--- src/rtl/idli_instr_deser_if.sv ---
// Beat-in / instruction-out handshake bundle for the instruction deserialiser.
// slave is the deserialiser side; master is the environment (memory + consumer).
interface idli_instr_deser_if #(
  parameter int LANE_W  = 4,
  parameter int INSTR_W = 16
);
  logic [LANE_W-1:0]  i_ids_enc;
  logic               i_ids_enc_vld;
  logic               o_ids_enc_rdy;
  logic               i_ids_flush;
  logic [INSTR_W-1:0] o_ids_instr;
  logic               o_ids_instr_vld;
  logic               i_ids_instr_rdy;
  logic               o_ids_busy;

  modport slave (
    input  i_ids_enc,
    input  i_ids_enc_vld,
    output o_ids_enc_rdy,
    input  i_ids_flush,
    output o_ids_instr,
    output o_ids_instr_vld,
    input  i_ids_instr_rdy,
    output o_ids_busy
  );

  modport master (
    output i_ids_enc,
    output i_ids_enc_vld,
    input  o_ids_enc_rdy,
    output i_ids_flush,
    input  o_ids_instr,
    input  o_ids_instr_vld,
    output i_ids_instr_rdy,
    input  o_ids_busy
  );
endinterface

--- src/rtl/idli_instr_deser_m.sv ---
// Assembles LANE_W-bit encoding beats (MSB first) into INSTR_W-bit instructions
// and queues them in a small DEPTH-entry FIFO for the consumer.
module idli_instr_deser_m #(
  parameter int LANE_W  = 4,
  parameter int INSTR_W = 16,
  parameter int DEPTH   = 2
) (
  input logic               i_ids_gck,
  input logic               i_ids_rst_n,
  idli_instr_deser_if.slave ids
);
  localparam int BEATS  = INSTR_W / LANE_W;
  localparam int CNT_W  = $clog2(BEATS);
  localparam int PTR_W  = (DEPTH > 1) ? $clog2(DEPTH) : 1;
  localparam int OCC_W  = $clog2(DEPTH + 1);
  localparam int PART_W = INSTR_W - LANE_W;

  localparam logic [CNT_W-1:0] LAST_CNT = CNT_W'(BEATS - 1);
  localparam logic [OCC_W-1:0] FULL_OCC = OCC_W'(DEPTH);
  localparam logic [PTR_W-1:0] LAST_PTR = PTR_W'(DEPTH - 1);

  logic [CNT_W-1:0]  cnt_q, cnt_d;
  logic [PART_W-1:0] part_q, part_d;
  logic [PTR_W-1:0]  wr_ptr_q, wr_ptr_d;
  logic [PTR_W-1:0]  rd_ptr_q, rd_ptr_d;
  logic [OCC_W-1:0]  occ_q, occ_d;

  logic               last_beat;
  logic               full;
  logic               enc_rdy;
  logic               beat_acc;
  logic               push;
  logic               pop;
  logic [INSTR_W-1:0] word;
  logic [INSTR_W-1:0] mem_rd [DEPTH];

  function automatic logic [PTR_W-1:0] ptr_inc(input logic [PTR_W-1:0] p);
    return (p == LAST_PTR) ? '0 : p + 1'b1;
  endfunction

  // Earlier beats shift up as each new beat lands in the low lane.
  assign word      = {part_q, ids.i_ids_enc};
  assign last_beat = (cnt_q == LAST_CNT);
  assign full      = (occ_q == FULL_OCC);
  assign enc_rdy   = ids.i_ids_flush | ~(last_beat & full);
  assign beat_acc  = ids.i_ids_enc_vld & enc_rdy & ~ids.i_ids_flush;
  assign push      = beat_acc & last_beat;
  assign pop       = ids.i_ids_instr_rdy & (occ_q != '0) & ~ids.i_ids_flush;

  always_comb begin
    cnt_d    = cnt_q;
    part_d   = part_q;
    wr_ptr_d = wr_ptr_q;
    rd_ptr_d = rd_ptr_q;
    occ_d    = occ_q;
    if (ids.i_ids_flush) begin
      cnt_d    = '0;
      part_d   = '0;
      wr_ptr_d = '0;
      rd_ptr_d = '0;
      occ_d    = '0;
    end else begin
      if (beat_acc) begin
        if (last_beat) begin
          cnt_d  = '0;
          part_d = '0;
        end else begin
          cnt_d  = cnt_q + 1'b1;
          part_d = word[PART_W-1:0];
        end
      end
      if (push) wr_ptr_d = ptr_inc(wr_ptr_q);
      if (pop)  rd_ptr_d = ptr_inc(rd_ptr_q);
      case ({push, pop})
        2'b10:   occ_d = occ_q + 1'b1;
        2'b01:   occ_d = occ_q - 1'b1;
        default: occ_d = occ_q;
      endcase
    end
  end

  always_ff @(posedge i_ids_gck) begin
    if (!i_ids_rst_n) begin
      cnt_q    <= '0;
      part_q   <= '0;
      wr_ptr_q <= '0;
      rd_ptr_q <= '0;
      occ_q    <= '0;
    end else begin
      cnt_q    <= cnt_d;
      part_q   <= part_d;
      wr_ptr_q <= wr_ptr_d;
      rd_ptr_q <= rd_ptr_d;
      occ_q    <= occ_d;
    end
  end

  // Storage entries survive a flush; only reset clears their contents.
  for (genvar gi = 0; gi < DEPTH; gi++) begin : g_entry
    logic [INSTR_W-1:0] entry_q, entry_d;

    always_comb begin
      entry_d = entry_q;
      if (push && (wr_ptr_q == PTR_W'(gi))) entry_d = word;
    end

    always_ff @(posedge i_ids_gck) begin
      if (!i_ids_rst_n) entry_q <= '0;
      else              entry_q <= entry_d;
    end

    assign mem_rd[gi] = entry_q;
  end

  assign ids.o_ids_enc_rdy   = enc_rdy;
  assign ids.o_ids_instr     = mem_rd[rd_ptr_q];
  assign ids.o_ids_instr_vld = (occ_q != '0);
  assign ids.o_ids_busy      = (cnt_q != '0);
endmodule

--- src/flat_wrapper.sv ---
// flat-port wrapper written by rule: the top's interface ports become plain ports
module idli_instr_deser_m_flat 
#(
  parameter int LANE_W  = 4,
  parameter int INSTR_W = 16,
  parameter int DEPTH   = 2
)
  (i_ids_gck, i_ids_rst_n, ids_i_ids_enc, ids_i_ids_enc_vld, ids_o_ids_enc_rdy, ids_i_ids_flush, ids_o_ids_instr, ids_o_ids_instr_vld, ids_i_ids_instr_rdy, ids_o_ids_busy);
  idli_instr_deser_if #(.LANE_W(LANE_W), .INSTR_W(INSTR_W)) ids_i ();
  input logic i_ids_gck;
  input logic i_ids_rst_n;
  input wire logic [$bits(ids_i.i_ids_enc)-1:0] ids_i_ids_enc;
  input wire logic [$bits(ids_i.i_ids_enc_vld)-1:0] ids_i_ids_enc_vld;
  output wire logic [$bits(ids_i.o_ids_enc_rdy)-1:0] ids_o_ids_enc_rdy;
  input wire logic [$bits(ids_i.i_ids_flush)-1:0] ids_i_ids_flush;
  output wire logic [$bits(ids_i.o_ids_instr)-1:0] ids_o_ids_instr;
  output wire logic [$bits(ids_i.o_ids_instr_vld)-1:0] ids_o_ids_instr_vld;
  input wire logic [$bits(ids_i.i_ids_instr_rdy)-1:0] ids_i_ids_instr_rdy;
  output wire logic [$bits(ids_i.o_ids_busy)-1:0] ids_o_ids_busy;
  assign ids_i.i_ids_enc = ids_i_ids_enc;
  assign ids_i.i_ids_enc_vld = ids_i_ids_enc_vld;
  assign ids_o_ids_enc_rdy = ids_i.o_ids_enc_rdy;
  assign ids_i.i_ids_flush = ids_i_ids_flush;
  assign ids_o_ids_instr = ids_i.o_ids_instr;
  assign ids_o_ids_instr_vld = ids_i.o_ids_instr_vld;
  assign ids_i.i_ids_instr_rdy = ids_i_ids_instr_rdy;
  assign ids_o_ids_busy = ids_i.o_ids_busy;
  idli_instr_deser_m #(.LANE_W(LANE_W), .INSTR_W(INSTR_W), .DEPTH(DEPTH)) u_core (.i_ids_gck(i_ids_gck), .i_ids_rst_n(i_ids_rst_n), .ids(ids_i));
endmodule
--- config.mk ---
export PLATFORM = sky130hd
export DESIGN_NAME = idli_instr_deser_m_flat
export DESIGN_NICKNAME = d
export VERILOG_FILES = /design/src/rtl/idli_instr_deser_if.sv /design/src/rtl/idli_instr_deser_m.sv /design/src/flat_wrapper.sv
export SDC_FILE = /design/constraint.sdc
export NUM_CORES = 1
export LEC_CHECK = 0
export BUFFER_PORTS_ARGS = -buffer_cell sky130_fd_sc_hd__buf_2
export CORE_MARGIN = 8
export CORE_UTILIZATION = 56
export DETAILED_ROUTE_END_ITERATION = 16
export GPL_TIMING_DRIVEN = 1
export PLACE_DENSITY = 0.85
export SLEW_MARGIN = 0
export SYNTH_ARGS = -nofsm -noshare
export SYNTH_HDL_FRONTEND = slang
export SYNTH_SLANG_ARGS = --single-unit
--- constraint.sdc ---
create_clock -name i_ids_gck -period 2.3 [get_ports i_ids_gck]
set_clock_uncertainty 0.05 [all_clocks]
set_input_delay 0.46 -clock i_ids_gck [delete_from_list [all_inputs] [get_ports i_ids_gck]]
set_output_delay 0.46 -clock i_ids_gck [all_outputs]
set_load 0.03 [all_outputs]
==> run summary <==
Hold_ws -> 348 ps
Most frequent CP cell -> ha_1
Max Root-Sink Buffers -> 2
Post-CTS Hold Buffers -> 0
Crit end category -> flop
Final Routed Wirelength -> 4120 um
Largest net degree at the start of global routing -> 49
Reg area -> 1000 um2
Final ANT Viol Nets -> 0
Synth top area share -> 0.472
Die width -> 77.6 um
Clock sinks -> 50
Worst-Margin Slew -> 461 ps
Sw frac -> 0.212
Diode count -> 0
Combinational fraction of design power -> 0.032
Fillers -> 300
Root buf cell -> clkbuf_8
GPL Wtd Cong -> 0.788
Setup_tns -> 0 ps
Max-cap violations -> 0
Crit path arrival time -> 2340 ps
Drt initial violations -> 103
Htree depth -> 2
Unique cell type count in the Yosys netlist -> 31
Cells after Synth -> 209
Nets -> 248
CTS tree -> built
Share of cells above drive strength 1 -> 0.274
Number of synthesized register bits -> 50
DP Worst Slack -> 113 ps
Net switching power figure -> 334 uW
Final Cycle Share -> 0.934
Worst rel slew slack -> 0.693
Total CTS buffers -> 5
Netlist Area Pre-Place -> 2120 um2
First-pass iteration count of the detailed router -> 4
Critical path startpoint category -> flop
Hpwl dp -> 2820 um
Synth Area in Compound Gates -> 0.0702
Hold Vio Cnt, Final -> 0
Initial antenna violation count -> 0
Fin crit period -> 2150 ps
Syn nets -> 221
Die ar. -> 6010 um2
Cell Pwr Density -> 657 nW/um2
PortBufs -> 27
Ranking of synthesized cells by area -> dfxtp_1 (47%), mux2i_1 (15%), mux2_2 (9.0%), nand2_1 (8.7%), a22o_1 (4.5%)
RSZ-0062 raised after global routing -> no
Part of the power in registers -> 0.553
Setup CP Type -> reg -> reg
Starting Density -> 0.580
Vias in the first global route -> 1,518
Setup violations, final -> 0
CTS clk-pin slew, worst paths -> 90 ps
Seq/Total Area, Yosys -> 0.472
Power consumption -> 1580 uW
Number of gates resized after CTS -> 0
First-pass GRT wire length -> 6980 um
I/O pins -> 28
Main combinational cell family by area after synthesis -> multiplexers
Fmax -> 466 MHz
Clock share of power -> 0.415
Average size of a mapped cell -> 10.2 um2
Setup Buffers After CTS -> 0
Critical path's slowest cell -> or3_2
Die Y -> 77.6 um
GRT Util Overall -> 0.143
Peak supply drop -> 0.000436 V
Residual DRC -> 0
Via count -> 1,537
Drt via density -> 5.39
Max stage delay on crit path -> 450 ps
Area of the multi-input gates -> 1020 um2
Status -> finished clean
Req. time, crit path -> 2490 ps
Warnings, synthesis -> 0
Layout Area Growth over Synthesis -> 13.2%
Avg WL per Cell -> 14.4 um
GRT Residual Overflow -> 0
Utilization after layout -> 0.656
Multiplexer share of the synthesized area -> 0.241
Fin worst setup slack -> 152 ps
Lkg Pwr -> 0.00106 uW
Core area -> 3660 um2
Hold Crit Class -> in -> reg
Core Rows -> 22
Post-Synth Adder-Cell Area -> 0.0177
Final slew viol count -> 0
Worst Path Max Fanout -> 5
Int Power -> 1240 uW
Cell accounting for the most synthesized area -> dfxtp_1
Worst skew pair latency -> 310 ps
Simple-gate portion of the synthesized area -> 0.142
Cells along the critical path -> ha_1 > nand2b_2 > or3_2 > ha_1 > or3_1 > a21oi_1
Post-Synth XOR/XNOR Area -> 0.0124
==> flip-flops by register name, indices dropped and copies added, names as in the netlist <==
register	count
u_core.rd_ptr_q	1
u_core.cnt_q	2
u_core.occ_q	2
u_core.g_entry.entry_q	32
u_core.wr_ptr_q	1
u_core.part_q	12
==> per-layer routing <==
metal / part of all wire / wire length [um] / vias up / GRT usage
met2: 0.49 / 2030 / 27 / 0.241
met4: 0.018 / 73 / 0 / 0.0623
met1: 0.44 / 1830 / 736 / 0.157
met3: 0.045 / 187 / 7 / 0.0541
li1: - / - / 767 / -
met5: 0 / 0 / - / 0
==> metrics by stage <==
step	std cells	area, um2
final	285	2400
after global routing	285	2400
after CTS	285	2400
after detailed placement	277	2280
after global placement	277	2280
after floorplan	209	2120
==> cells in the final DEF (no fill, tap or decap), types with 4 or more instances in the layout <==
cell | Yosys | final
dfxtp_1 | 50 | 50
nand2_1 | 49 | 49
mux2i_1 | 32 | 32
buf_2 | 1 | 27
mux2_2 | 17 | 17
a22o_1 | 11 | 11
clkbuf_8 | 0 | 6
buf_4 | 0 | 6
a21oi_1 | 5 | 5
o21ai_0 | 4 | 4
==> path summary, 6_finish.rpt <==
kind                            slack, ps  cells after the start                     startpoint                            end
worst min register to register        410                      2  u_core.g_entry[1].entry_q[15]  u_core.g_entry[1].entry_q[15]
worst min-delay path                  350                      2               ids_i_ids_enc[1]               u_core.part_q[1]
worst max-delay path                  150                      6                u_core.cnt_q[0]                u_core.occ_q[1]
worst max register to register        150                      6                u_core.cnt_q[0]                u_core.occ_q[1]
==> layout make-up <==
type / instances / share of cell area
Multi-Input combinational cell: 142 / 0.427
Sequential cell: 50 / 0.417
Timing Repair Buffer: 33 / 0.0750
Clock buffer: 6 / 0.0344
Tap cell: 48 / 0.0250
Clock inverter: 2 / 0.0161
Inverter: 4 / 0.00625
==> power groups by stage <==
| stage | sequential, uW | combinational [uW] | clock (uW) |
|---|---|---|---|
| 6_report | 873 | 50.1 | 654 |
| 5_1_grt | 873 | 55.4 | 694 |
| 4_1_cts | 873 | 50.8 | 665 |
| 3_5_place_dp | 893 | 50.4 | 0 |
| 3_3_place_gp | 893 | 49.1 | 0 |
| 2_1_floorplan | 892 | 31.1 | 0 |
==> cell usage after synthesis, drive strengths merged <==
cell type,count
a21oi,5
a22o,11
and3b,1
buf,5
clkbuf,8
dfxtp,50
ha,3
inv,4
mux2,17
mux2i,32
nand2,49
nand2b,3
nand3,1
nand3b,2
nor2,3
nor2b,1
nor3,2
o21ai,4
o31ai,1
or2,1
or3,2
or4,1
xnor2,1
xor2,2
==> critical path: cells and delay by family (launching register included) <==
kind | cells | cell delay [ps]
AOI/OAI and AO/OA | 1 | 140
DFF | 1 | 370
and+or+nand+nor | 3 | 940
adders and majority gates | 2 | 580
==> kinds of logic after synthesis <==
family | after synthesis
simple gates | 66
flops | 50
mux | 49
compound gates | 21
buf+inv | 17
xor+xnor | 3
fa+ha+maj | 3
(Power assumes the default switching activity.)
